**config.mk**
```make
export PLATFORM = sky130hd
export DESIGN_NAME = hex_word_streamer
export DESIGN_NICKNAME = d
export VERILOG_FILES = /design/src/rtl/debug_char_pkg.sv /design/src/rtl/hex_nibble_char.sv /design/src/rtl/hex_word_streamer.sv
export SDC_FILE = /design/constraint.sdc
export NUM_CORES = 1
export LEC_CHECK = 0
export BUFFER_PORTS_ARGS = -buffer_cell sky130_fd_sc_hd__buf_2
export CORE_MARGIN = 2
export CORE_UTILIZATION = 25
export DETAILED_ROUTE_END_ITERATION = 10
export PLACE_DENSITY_LB_ADDON = 0.1
export SETUP_SLACK_MARGIN = 0.15
export SLEW_MARGIN = 20
export SYNTH_ARGS = -nofsm -noshare
export SYNTH_HDL_FRONTEND = slang
export SYNTH_SLANG_ARGS = --single-unit
```
**constraint.sdc**
```tcl
create_clock -name clk -period 6 [get_ports clk]
set_clock_uncertainty 0.1 [all_clocks]
set_input_delay 0.3 -clock clk [delete_from_list [all_inputs] [get_ports clk]]
set_output_delay 0.3 -clock clk [all_outputs]
set_load 0.005 [all_outputs]
```
**src/rtl/debug_char_pkg.sv**
```systemverilog
// Shared character codes (ASCII minus 32) and FSM states for the debugger display path.
`default_nettype none

package debug_char_pkg;

  localparam logic [6:0] CHAR_SPACE = 7'd0;
  localparam logic [6:0] CHAR_ZERO  = 7'd16;
  localparam logic [6:0] CHAR_X     = 7'd88;
  localparam logic [6:0] CHAR_LA    = 7'd65;
  localparam logic [6:0] CHAR_UA    = 7'd33;

  typedef enum logic [2:0] {
    IDLE  = 3'd0,
    PFX0  = 3'd1,
    PFX1  = 3'd2,
    DIGIT = 3'd3,
    SEP   = 3'd4
  } hws_state_t;

endpackage

`default_nettype wire

```
**src/rtl/hex_nibble_char.sv**
```systemverilog
// Combinational decode of one hex nibble into a debugger character code.
`default_nettype none

module hex_nibble_char
  import debug_char_pkg::*;
#(
  parameter bit UPPERCASE = 1'b0
) (
  input  logic [3:0] nibble,
  output logic [6:0] code
);

  logic [6:0] alpha_base;

  always_comb begin
    alpha_base = UPPERCASE ? CHAR_UA : CHAR_LA;
    if (nibble < 4'd10) begin
      code = CHAR_ZERO + 7'(nibble);
    end else begin
      code = alpha_base + 7'(nibble) - 7'd10;
    end
  end

endmodule

`default_nettype wire

```
**src/rtl/hex_word_streamer.sv**
```systemverilog
// Serialises one WIDTH-bit word into hex characters, MSB nibble first, with
// optional "0x" prefix, leading-zero suppression and trailing separator.
`default_nettype none

module hex_word_streamer
  import debug_char_pkg::*;
#(
  parameter int         WIDTH      = 32,
  parameter bit         UPPERCASE  = 1'b0,
  parameter bit         PREFIX_EN  = 1'b1,
  parameter bit         SKIP_ZEROS = 1'b0,
  parameter bit         SEP_EN     = 1'b1,
  parameter logic [6:0] SEP_CHAR   = 7'd0
) (
  input  logic             clk,
  input  logic             rst_n,
  input  logic             in_valid,
  output logic             in_ready,
  input  logic [WIDTH-1:0] in_word,
  output logic             out_valid,
  input  logic             out_ready,
  output logic [6:0]       out_char,
  output logic             out_last,
  output logic             busy
);

  localparam int NDIG = WIDTH / 4;
  localparam int IDXW = (NDIG > 1) ? $clog2(NDIG) : 1;

  typedef logic [IDXW-1:0] idx_t;

  hws_state_t       state;
  logic [WIDTH-1:0] word_q;
  idx_t             idx;

  idx_t             start_idx;
  idx_t             sel_idx;
  logic [WIDTH-1:0] sel_word;
  logic [3:0]       sel_nib;
  logic [6:0]       nib_code;

  // Start digit is resolved from the incoming word so suppression costs no cycles.
  always_comb begin
    start_idx = idx_t'(NDIG - 1);
    if (SKIP_ZEROS) begin
      start_idx = '0;
      for (int i = 0; i < NDIG; i++) begin
        if (in_word[4*i +: 4] != 4'd0) begin
          start_idx = idx_t'(i);
        end
      end
    end
  end

  // Nibble feeding the next registered character: the capture-time word in IDLE,
  // the next-lower digit while streaming digits, else the current index.
  always_comb begin
    sel_word = word_q;
    sel_idx  = idx;
    case (state)
      IDLE: begin
        sel_word = in_word;
        sel_idx  = start_idx;
      end
      DIGIT:   sel_idx = idx - idx_t'(1);
      default: sel_idx = idx;
    endcase
    sel_nib = 4'(sel_word >> {sel_idx, 2'b00});
  end

  hex_nibble_char #(
    .UPPERCASE (UPPERCASE)
  ) u_nib (
    .nibble (sel_nib),
    .code   (nib_code)
  );

  always_ff @(posedge clk or negedge rst_n) begin
    if (!rst_n) begin
      state     <= IDLE;
      word_q    <= '0;
      idx       <= '0;
      in_ready  <= 1'b1;
      out_valid <= 1'b0;
      out_char  <= '0;
      out_last  <= 1'b0;
      busy      <= 1'b0;
    end else begin
      case (state)
        IDLE: begin
          if (in_valid && in_ready) begin
            word_q    <= in_word;
            idx       <= start_idx;
            in_ready  <= 1'b0;
            busy      <= 1'b1;
            out_valid <= 1'b1;
            if (PREFIX_EN) begin
              state    <= PFX0;
              out_char <= CHAR_ZERO;
              out_last <= 1'b0;
            end else begin
              state    <= DIGIT;
              out_char <= nib_code;
              out_last <= !SEP_EN && (start_idx == '0);
            end
          end
        end

        PFX0: begin
          if (out_ready) begin
            state    <= PFX1;
            out_char <= CHAR_X;
            out_last <= 1'b0;
          end
        end

        PFX1: begin
          if (out_ready) begin
            state    <= DIGIT;
            out_char <= nib_code;
            out_last <= !SEP_EN && (idx == '0);
          end
        end

        DIGIT: begin
          if (out_ready) begin
            if (idx == '0) begin
              if (SEP_EN) begin
                state    <= SEP;
                out_char <= SEP_CHAR;
                out_last <= 1'b1;
              end else begin
                state     <= IDLE;
                in_ready  <= 1'b1;
                busy      <= 1'b0;
                out_valid <= 1'b0;
                out_char  <= '0;
                out_last  <= 1'b0;
              end
            end else begin
              idx      <= idx - idx_t'(1);
              out_char <= nib_code;
              out_last <= !SEP_EN && (idx == idx_t'(1));
            end
          end
        end

        SEP: begin
          if (out_ready) begin
            state     <= IDLE;
            in_ready  <= 1'b1;
            busy      <= 1'b0;
            out_valid <= 1'b0;
            out_char  <= '0;
            out_last  <= 1'b0;
          end
        end

        default: begin
          state     <= IDLE;
          in_ready  <= 1'b1;
          busy      <= 1'b0;
          out_valid <= 1'b0;
          out_char  <= '0;
          out_last  <= 1'b0;
        end
      endcase
    end
  end

endmodule

`default_nettype wire

```
==> flow_metrics.env <==
export IMPL_synthXorXnorAreaFrac_pct=0.301
export IMPL_critPathRequiredTime_ns=6.08
export IMPL_async_flop_share_pct=100
export IMPL_fin_crit_ns=3.43
export IMPL_wl_mm=7.75
export IMPL_seqPwrFrac_pct=47.9
export IMPL_switching_share_pct=20.8
export IMPL_yosys_warnings=0
export IMPL_overflow=0
export IMPL_drt_pass1_iterations=4
export IMPL_synth_cell_types=57
export IMPL_grt_max_degree=49
export IMPL_ctsResizeCount=0
export IMPL_synth_mux_area_share_pct=18.2
export IMPL_drc=0
export IMPL_diodes=0
export IMPL_worstMarginPinSlew_ns=1.06
export IMPL_yosysSeqAreaShare_pct=41.3
export IMPL_crit_family="simple AND/OR/NAND/NOR gates"
export IMPL_dp_hpwl_mm=5.54
export IMPL_seq_area_mm2=0.00120
export IMPL_setup_viol=0
export IMPL_power_density_mw_per_mm2=198
export IMPL_vias_per_cell=5.05
export IMPL_synth_simple_area_share_pct=13.8
export IMPL_synth_cell_area_mm2=0.00291
export IMPL_initialDrtViolationCount=104
export IMPL_syn2layout_area_growth_pct=17.3
export IMPL_vdd_drop_max_mv=0.0890
export IMPL_rsz0062_at_grt="false"
export IMPL_hold_viol=0
export IMPL_synth_top_family_by_area="compound AO/OA/AOI/OAI gates"
export IMPL_path_class="register to register"
export IMPL_die_w_um=112
export IMPL_cts_hold_buf=0
export IMPL_cp_max_fo=11
export IMPL_critical_path_arrival_ns=3.50
export IMPL_fin_area_mm2=0.00342
export IMPL_crit_path_cell_trace="inv_1, ha_1, and4b_1, nor4_2, mux2_2, o21a_1, a32oi_4, a22oi_2, xnor2_1, a22o_1"
export IMPL_port_buffers=46
export IMPL_ys_seq_elements=48
export IMPL_cts_max_path_buffers=2
export IMPL_cts_sinks=48
export IMPL_cap_violations=0
export IMPL_crit_buf_inv=1
export IMPL_max_freq_ghz=0.292
export IMPL_avgSynthCellArea_um2=10.0
export IMPL_slew_viol_final=0
export IMPL_yosys_area_share_adder_pct=1.29
export IMPL_cts_max_level=2
export IMPL_dr_total_vias=2374
export IMPL_power_frac_comb_pct=5.1
export IMPL_max_stage_delay_ns=0.79
export IMPL_grt_pass1_wl_mm=12.9
export IMPL_synthesis_nets=329
export IMPL_p_int_mw=0.535
export IMPL_antenna_found_initial=0
export IMPL_cts_tree="done"
export IMPL_wire_per_inst_um=16.5
export IMPL_numCtsBuffers=5
export IMPL_root_buffer="clkbuf_16"
export IMPL_syn_inst=290
export IMPL_initial_core_util_pct=25.5
export IMPL_io_pins=47
export IMPL_dieArea_mm2=0.0125
export IMPL_pwr_share_clk_pct=47.0
export IMPL_drive_gt1_share_pct=33.3
export IMPL_cp_end_kind="register"
export IMPL_relSlewSlack_pct=29.4
export IMPL_die_y_um=112
export IMPL_core_area_mm2=0.0114
export IMPL_cp_slowest_cell="nor4_2"
export IMPL_hp_class="primary input to async pin"
export IMPL_final_util_pct=29.9
export IMPL_insertion_delay_ns=0.29
export IMPL_placed_area_mm2=0.00325
export IMPL_cp_start_kind="register"
export IMPL_cts_reportedPaths_clkPinSlew_ns=0.07
export IMPL_layout_nets=365
export IMPL_synthFlopType="dfrtp_1"
export IMPL_cts_setup_buffers=0
export IMPL_rows=39
export IMPL_place_congestion=0.733
export IMPL_ant_nets=0
export IMPL_power_leakage_nw=1.60
export IMPL_synth_compound_area_share_pct=21.2
export IMPL_grt_usage_pct=12.8
export IMPL_switching_power_mw=0.140
export IMPL_synth_edf_count=0
export IMPL_grt_pass1_vias=2431
export IMPL_multi_input_comb_area_mm2=0.00160
export IMPL_fin_crit_sh_pct=57.1
export IMPL_tns_ns=0
export IMPL_fill_cells=1245
export IMPL_status="finished clean"
-- routing by layer --
metal  GRT usage, %  vias to the layer above  routed length (um)
met2           21.3                       52                3720
li1               -                     1156                   -
met5              0                        -                   0
met3           2.07                        5                 285
met4           2.68                        0                  57
met1           17.7                     1161                3690
-- power groups by stage --
stage,clock (mW),sequential (mW),combinational [mW]
final,0.318,0.323,0.0344
after global routing,0.344,0.323,0.0392
after CTS,0.333,0.323,0.0358
after detailed placement,0,0.330,0.0357
after global placement,0,0.330,0.0356
after floorplan,0,0.330,0.0128
-- per-stage QoR --
stage / std cells / hold WS, ns / power, mW / setup WS, ns
2_1_floorplan: 290 / -0.0956 / 0.342 / 3.27
4_1_cts: 470 / 0.0446 / 0.692 / 2.55
6_report: 470 / 0.0167 / 0.676 / 2.57
3_5_place_dp: 462 / 0.355 / 0.365 / 2.55
5_1_grt: 470 / 0.0818 / 0.706 / 2.31
3_3_place_gp: 462 / 0.359 / 0.365 / 2.63
-- registers in the layout (all words and copies together), names as in the netlist --
register	cells
busy	1
word_q	32
idx	3
out_char	7
out_last	1
in_ready	1
state	3
-- cell type report --
| class | count | share of cell area, % |
|---|---|---|
| clock buffers | 6 | 3.77 |
| clock inverters | 2 | 1.03 |
| inverters | 4 | 0.440 |
| multi-input cells | 218 | 46.9 |
| flip-flops and latches | 48 | 35.2 |
| well taps | 143 | 5.24 |
| repair buffers | 49 | 7.40 |
-- final timing paths --
kind / startpoint / to / slack, ns / cells after the start
min in group clk: in_word[17] / word_q[17] / 0.14 / 2
min reg2reg: out_char[5] / out_char[5] / 0.38 / 1
max in group asynchronous: rst_n / word_q[27] / 5.37 / 2
max reg2reg: idx[0] / out_char[0] / 2.57 / 10
max: idx[0] / out_char[0] / 2.57 / 10
min: rst_n / word_q[18] / 0.02 / 2
-- Yosys cell counts (all sizes together), types with 2 or more instances --
cell type	n	area share, %
a21oi	26	4.5
a22oi	5	1.5
o221ai	6	1.8
o22ai	6	1.5
nor4	3	0.86
and2	2	0.43
mux2i	8	2.7
nor2b	6	1.3
nand3	3	0.52
a22o	2	0.60
inv	4	0.52
o31ai	4	1.0
nand2b	4	0.86
o21a	4	1.0
o211ai	4	1.2
nor3b	2	0.52
a211oi	2	0.52
a21o	5	1.3
nor3	8	1.5
nand3b	2	0.64
ha	3	1.3
mux2	40	15
buf	15	2.8
dfrtp	47	40
nand2	18	2.4
nor2	20	2.6
clkbuf	5	0.64
and4b	2	0.69
o21ai	17	2.9
-- placed cells by master, fill, tap and decap left out, types with 6 or more instances in the layout --
cell type  synthesis  routed
mux2_2            40      40
dfrtp_1           47      47
nor2_1            20      19
nor2b_1            6       6
nand2_1           17      17
o21ai_0            8       8
o21ai_1            9       9
nor3_1             7       7
o221ai_1           6       6
a21oi_1           26      26
mux2i_1            8       8
buf_2             11      46
-- worst reg2reg max path, stage by stage (launching register included) --
cell	delay, ns
dfrtp_1	0.38
inv_1	0.22
ha_1	0.29
and4b_1	0.20
nor4_2	0.79
mux2_2	0.42
o21a_1	0.19
a32oi_4	0.27
a22oi_2	0.13
xnor2_1	0.14
a22o_1	0.17
-- cell families (layout without fill, tap and decap cells) --
kind of cell               after synthesis  after routing
adders and majority gates                3              3
buffers and inverters                   24             61
and+or+nand+nor                         76             76
xor gates and xnor gates                 1              1
DFF                                     48             48
muxes                                   48             48
AOI/OAI and AO/OA                       90             90
Power figures use the tool's default switching activity.
